**config.mk**
```make
export PLATFORM = sky130hd
export DESIGN_NAME = mem_port_arbiter
export DESIGN_NICKNAME = d
export VERILOG_FILES = /design/src/rtl/mem_port_arbiter.sv
export SDC_FILE = /design/constraint.sdc
export NUM_CORES = 1
export LEC_CHECK = 0
export CORE_MARGIN = 3
export CORE_UTILIZATION = 43
export CTS_CLUSTER_SIZE = 16
export DETAILED_ROUTE_END_ITERATION = 8
export PLACE_DENSITY = 0.8
export SLEW_MARGIN = 20
export SYNTH_ARGS = -nofsm -noshare
export SYNTH_HDL_FRONTEND = slang
export SYNTH_SLANG_ARGS = --single-unit
export TNS_END_PERCENT = 50
```
**constraint.sdc**
```tcl
create_clock -name aclk -period 2.33 [get_ports aclk]
set_input_delay 0.3495 -clock aclk [delete_from_list [all_inputs] [get_ports aclk]]
set_output_delay 0.3495 -clock aclk [all_outputs]
set_load 0.05 [all_outputs]
```
**src/rtl/mem_port_arbiter.sv**
```systemverilog
// mem_port_arbiter: one BRAM port shared by instruction and data ports.
// Define MEM_ARB_RR_EN for round-robin instead of data priority + starvation guard.
module mem_port_arbiter #(
  parameter int ADDR_W     = 32,
  parameter int DATA_W     = 32,
  parameter int RD_LAT     = 1,
  parameter int STARVE_MAX = 4
) (
  input  logic              aclk,
  input  logic              aresetn,
  input  logic              i_en,
  input  logic [ADDR_W-1:0] i_addr,
  output logic [DATA_W-1:0] i_rdata,
  output logic              i_done,
  input  logic              d_en,
  input  logic [3:0]        d_we,
  input  logic [ADDR_W-1:0] d_addr,
  input  logic [DATA_W-1:0] d_wdata,
  output logic [DATA_W-1:0] d_rdata,
  output logic              d_done,
  output logic              mem_en,
  output logic [3:0]        mem_we,
  output logic [ADDR_W-1:0] mem_addr,
  output logic [DATA_W-1:0] mem_wdata,
  input  logic [DATA_W-1:0] mem_rdata,
  output logic              busy,
  output logic              owner
);

  typedef enum logic [1:0] {
    IDLE, ISSUE, WAIT, RESP
  } state_t;

  state_t            state, state_nx;
  logic [2:0]        lat_cnt, lat_cnt_nx;
  logic [ADDR_W-1:0] req_addr;
  logic [3:0]        req_we;
  logic [DATA_W-1:0] req_wdata;
  logic              req_any;
  logic              pick_d;
  logic              grant;

  assign req_any = i_en | d_en;
  assign grant   = (state == IDLE) & req_any;

`ifdef MEM_ARB_RR_EN
  logic last_d;

  always_comb begin
    pick_d = 1'b0;
    unique case (1'b1)
      i_en && d_en:  pick_d = ~last_d;
      d_en && !i_en: pick_d = 1'b1;
      default:       pick_d = 1'b0;
    endcase
  end

  always_ff @(posedge aclk or negedge aresetn) begin
    if (!aresetn)
      last_d <= 1'b0;
    else if (grant)
      last_d <= pick_d;
  end
`else
  logic [3:0] starve;
  logic       force_i;

  // a saturated counter hands the next grant to a waiting fetch
  assign force_i = i_en & (starve == 4'(STARVE_MAX));
  assign pick_d  = d_en & ~force_i;

  always_ff @(posedge aclk or negedge aresetn) begin
    if (!aresetn)
      starve <= '0;
    else if (grant) begin
      if (!pick_d)
        starve <= '0;
      else if (i_en && starve != 4'(STARVE_MAX))
        starve <= starve + 4'd1;
    end
  end
`endif

  always_comb begin
    state_nx   = state;
    lat_cnt_nx = lat_cnt;
    unique case (state)
      IDLE: if (req_any) state_nx = ISSUE;
      ISSUE: begin
        if (owner && req_we != 4'b0)
          state_nx = RESP;
        else begin
          state_nx   = WAIT;
          lat_cnt_nx = 3'(RD_LAT);
        end
      end
      WAIT: begin
        lat_cnt_nx = lat_cnt - 3'd1;
        if (lat_cnt == 3'd1) state_nx = RESP;
      end
      RESP:    state_nx = IDLE;
      default: state_nx = IDLE;
    endcase
  end

  always_ff @(posedge aclk or negedge aresetn) begin
    if (!aresetn) begin
      state     <= IDLE;
      lat_cnt   <= '0;
      owner     <= 1'b0;
      req_addr  <= '0;
      req_we    <= '0;
      req_wdata <= '0;
      i_rdata   <= '0;
      d_rdata   <= '0;
    end else begin
      state   <= state_nx;
      lat_cnt <= lat_cnt_nx;
      if (grant) begin
        owner     <= pick_d;
        req_addr  <= pick_d ? d_addr : i_addr;
        req_we    <= pick_d ? d_we : 4'b0;
        req_wdata <= pick_d ? d_wdata : '0;
      end
      if (state == WAIT && lat_cnt == 3'd1) begin
        if (owner) d_rdata <= mem_rdata;
        else       i_rdata <= mem_rdata;
      end
    end
  end

  assign mem_en    = (state == ISSUE);
  assign mem_we    = mem_en ? req_we : 4'b0;
  assign mem_addr  = mem_en ? req_addr : '0;
  assign mem_wdata = mem_en ? req_wdata : '0;
  assign busy      = (state != IDLE);
  assign i_done    = (state == RESP) & ~owner;
  assign d_done    = (state == RESP) & owner;

endmodule

```
# [After elaboration in Yosys (flattened, before gate mapping)]
# Index checks and enable logic that the tools add are counted.
[word_totals] register_bits=142 out_inout_bits=137
[classes] n_addsub=2 eq_ne=10 muxes=14 n_bitwise=8 n_reduce_logical=12
[op_table] cell="2-to-1 mux 32 bit" n=4
[op_table] cell="2-to-1 mux 4 bit" n=4
[op_table] cell="AND reduction 2 bit" n=5
[op_table] cell="case mux 2 bit (4 select lines)" n=1
[op_table] cell="!= test 2 bit (second input constant)" n=3
[op_table] cell="case mux 3 bit (2 select lines)" n=1
[op_table] cell="bitwise AND 1 bit" n=5
[op_table] cell="adder 4 x 1 -> 4 bit (second input constant)" n=1
[op_table] cell="equality test 2 bit (second input constant)" n=2
[op_table] cell="equality test 4 x 3 -> 1 bit (second input constant)" n=1
[op_table] cell="2-to-1 mux 2 bit" n=2
[op_table] cell="!= test 4 x 3 -> 1 bit (second input constant)" n=1
[op_table] cell="nonzero test 2 bit" n=2
[op_table] cell="nonzero test 4 bit" n=1
[op_table] cell="equality test 3 x 1 -> 1 bit (second input constant)" n=1
[op_table] cell="logical AND 1 bit" n=3
[op_table] cell="2-to-1 mux 3 bit" n=1
[op_table] cell="subtractor 3 x 1 -> 3 bit (second input constant)" n=1
[op_table] cell="equality test 2 x 1 -> 1 bit (second input constant)" n=1
[op_table] cell="zero test 2 bit" n=1
[op_table] cell="!= test 2 x 1 -> 1 bit (second input constant)" n=1
[op_table] cell="inverter 1 bit" n=2
[op_table] cell="2-to-1 mux 1 bit" n=1
[op_table] cell="OR 1 bit" n=1

# [Depth between registers and ports, before layout]
[depth] depth_word=6 ltp_mapped=7 depth_no_buf=5

# [Worst setup path after synthesis]
# Ideal clock, no wire load.
[synth_path] kind="register to output" from="reg state[1]" to="out mem_wdata[24]" arrival_time_ps=1965 required_ps=1980 slack_ps=16 stages_incl_launch_ff=6 path_cell_list="dfrtp_1 -> inv_1 -> ha_1 -> clkbuf_1 -> clkbuf_1 -> and2_1"
[synth_between] elab_chain_cells=2
[synth_lines] element="start, declared" line="34" text="state_t state, state_nx;"
[synth_lines] element="start signal, assigned" line="117" text="state <= state_nx;"
[synth_lines] element="equality test 2 x 1 -> 1 bit" line="132" text="assign mem_en = (state == ISSUE);"
[synth_lines] element="net mem_en" line="21" text="output logic mem_en,"
[synth_lines] element="2-to-1 mux 32 bit" line="135" text="assign mem_wdata = mem_en ? req_wdata : '0;"
[synth_lines] element="end, declared" line="24" text="output logic [DATA_W-1:0] mem_wdata,"
# The timed path passes the listed nets, and every way through them passes these cells.

# [Worst setup path in the final report]
[layout_path] from="reg state[1]" to="out mem_addr[12]"
[layout_between] elab_chain_cells=2
[layout_lines] element="equality test 2 x 1 -> 1 bit" line="132"
[layout_lines] element="2-to-1 mux 32 bit" line="134" text="assign mem_addr = mem_en ? req_addr : '0;"
[layout_lines] element="end, declared" line="23" text="output logic [ADDR_W-1:0] mem_addr,"
# Every way passes these cells.

==> metrics.txt <==
worst slew pin tran 0.984 ns; nets 955; crit path max fanout 17; Worst Hold Class input port to asynchronous set/reset pin; insertion delay to the later sink of the worst-skew pair 0.42 ns; initial drt markers 255; vias per cell 5.40; CTS buffer count 17; cell row count 44; part of the Yosys area used for sequential elements 55.4%; WS Path Type flop to output pin; CTS tree yes; syn avg cell area 11.8 µm²; synthesis-to-finish area growth 66.3%; YS warnings 0; ratio of final minimum period to clock period 93.7%; Yosys reg bits 142; number of synthesized flops with an enable pin 0; R2R Setup Slk 0.36 ns; setup_tns 0 ns; fin. max-slew vios 0; most frequent cell after synthesis dfrtp_1; Main synth FF type dfrtp_1; Hold Violations, Final 0; Worst Setup Slack, final 0.147 ns; DP HPWL 13.9 mm; metal1 wirelength 7.01 mm; Max IR drop VDD 757 µV; total grt overflow 0; clk buf depth 2; Max-slew headroom 34.2%; Setup violations, final 0; share of layout cells above drive strength 1 23.1%; cells after synthesis 544; Max-cap violations 0; pre-CTS WS 0.0650 ns; total die area 16400 µm²; share of the synthesized area in the top cell type 55.4%; antenna-violating nets left 0; final WL 18.7 mm; initial antenna violation count 0; CTS Root Cell clkbuf_16; ranking of synthesized cells by area dfrtp_1 55%, mux2_2 11%, and2_1 6.8%; Static Leakage 4.50 nW; Reg2Reg Depth 5; met3 WL 2.02 mm; RSZ-0062 raised after global routing no; core area 14600 µm²; via count 5430; clock net sink count 142; fmax 458 MHz; Post-Syn Area 6420 µm²; register clock-pin slew on the reported worst setup and hold paths 0.05 ns; Synth cell types 40; fillers 944; status finished clean; Synth area leader dfrtp_1; DR pass1 iterations 4; Critical Path RT 1.98 ns; Avg WL per Cell 18.6 µm; Tmin final 2.18 ns; Synthesized Nets 688; vias in the first global route 5853; die height 128 µm; Ports 273; largest net degree at the start of global routing 57; CP Launch Type flop; nature of the critical path endpoint output pin; GPL Wtd Cong 0.862; Commonest cells post-synth 142 x dfrtp_1, 70 x and2_1, 70 x nand2_1; antenna cell count 0; chip width 128 µm; Starting Density 44.0%; CP arrival 1.83 ns; uppermost layer routed met4; Sequential Area 3550 µm²; first-pass GRT wire length 29.9 mm; GR Util All Layers 23.2%; met2 WL 9.19 mm; Synth async-reset ratio 100%; Port Buf Inserts 272; Power Total 0.0169 W; drc violations 0; multi-input logic area 2610 µm²; htree depth 4; clk_skew 0.00887 ns; power per cell area 1590 nW/µm²
[final timing paths]
check / end / from
max: mem_addr[12] / state[1]$_DFFE_PN0P_
min: i_rdata[23]$_DFFE_PN0P_ / aresetn
max reg2reg: i_rdata[4]$_DFFE_PN0P_ / state[0]$_DFFE_PN0P_
min reg2reg: req_addr[29]$_DFFE_PN0P_ / req_addr[29]$_DFFE_PN0P_
max in group asynchronous: d_rdata[16]$_DFFE_PN0P_ / aresetn
min in group aclk: req_addr[29]$_DFFE_PN0P_ / req_addr[29]$_DFFE_PN0P_
[layer usage]
metal	vias up	track usage [%]
li1	2457	-
met1	2650	27.6
met2	292	37.8
met3	31	8.67
met4	0	10.2
met5	-	0
[flip-flops by register name, summed over array words and instances, names as in the netlist]
signal and flops:
d_rdata 32, i_rdata 32, lat_cnt 3, owner 1, req_addr 32, req_wdata 32
req_we 4, starve 4, state 2
[critical path, cell delays in order, from the launching register on]
cell	delay, ns
dfrtp_1	0.42
inv_1	0.14
ha_4	0.25
buf_4	0.24
and2_1	0.22
buf_12	0.15
[cells by family after synthesis]
| kind of cell | after synthesis | share of synthesized area, % |
|---|---|---|
| compound gates | 86 | 10.8 |
| flops | 142 | 55.4 |
| simple gates | 190 | 16.4 |
| fa+ha+maj | 8 | 1.56 |
| mux | 66 | 11.6 |
| buf+inv | 52 | 4.27 |
[metrics by stage]
stage / instance area, µm² / hold WS (ns) / utilization (%) / std cells
2_1_floorplan: 6420 / 0.0539 / - / 544
3_3_place_gp: 10000 / 0.337 / 68.8 / 975
3_5_place_dp: 10000 / 0.347 / 68.8 / 975
4_1_cts: 10700 / 0.475 / 73.1 / 1006
5_1_grt: 10700 / 0.497 / 73.1 / 1006
6_report: 10700 / 0.469 / 73.1 / 1006
[power by group]
part,internal (W),switching (W),leakage (nW),total [W]
combinational,0.00409,0.00570,2.47,0.00979
sequential,0.00365,0.000709,1.74,0.00436
clock,0.00180,0.000975,0.291,0.00278
[final cells by class]
type / instances / area share (%)
clock buffer: 19 / 4.15
tap: 184 / 2.16
clock inverter: 11 / 1.56
inverter: 8 / 0.281
sequential: 142 / 33.3
multi-input combinational: 350 / 24.5
timing repair buffer: 292 / 34.1
[cells in the final DEF (no fill, tap or decap), types with 2 or more instances in the layout]
cell and count:
clkdlybuf4s50_1 199, dfrtp_1 142, buf_12 75, and2_1 70, nand2_1 70, mux2_2 63
a22o_1 38, nand4_1 34, o211ai_1 33, clkbuf_16 17, buf_4 15, inv_1 8
ha_1 7, nor2_1 4, bufinv_16 4, o21ai_0 3, clkinv_2 3, clkinvlp_4 3
nand3_1 2, mux2_1 2
[what timing repair did]
item,4_1_cts,5_1_grt
setup buffers,0,0
hold endpoints to repair,52,0
resized for setup,1,1
setup endpoints to repair,1,58
hold buffers,1,0
Power figures use the tool's default switching activity.
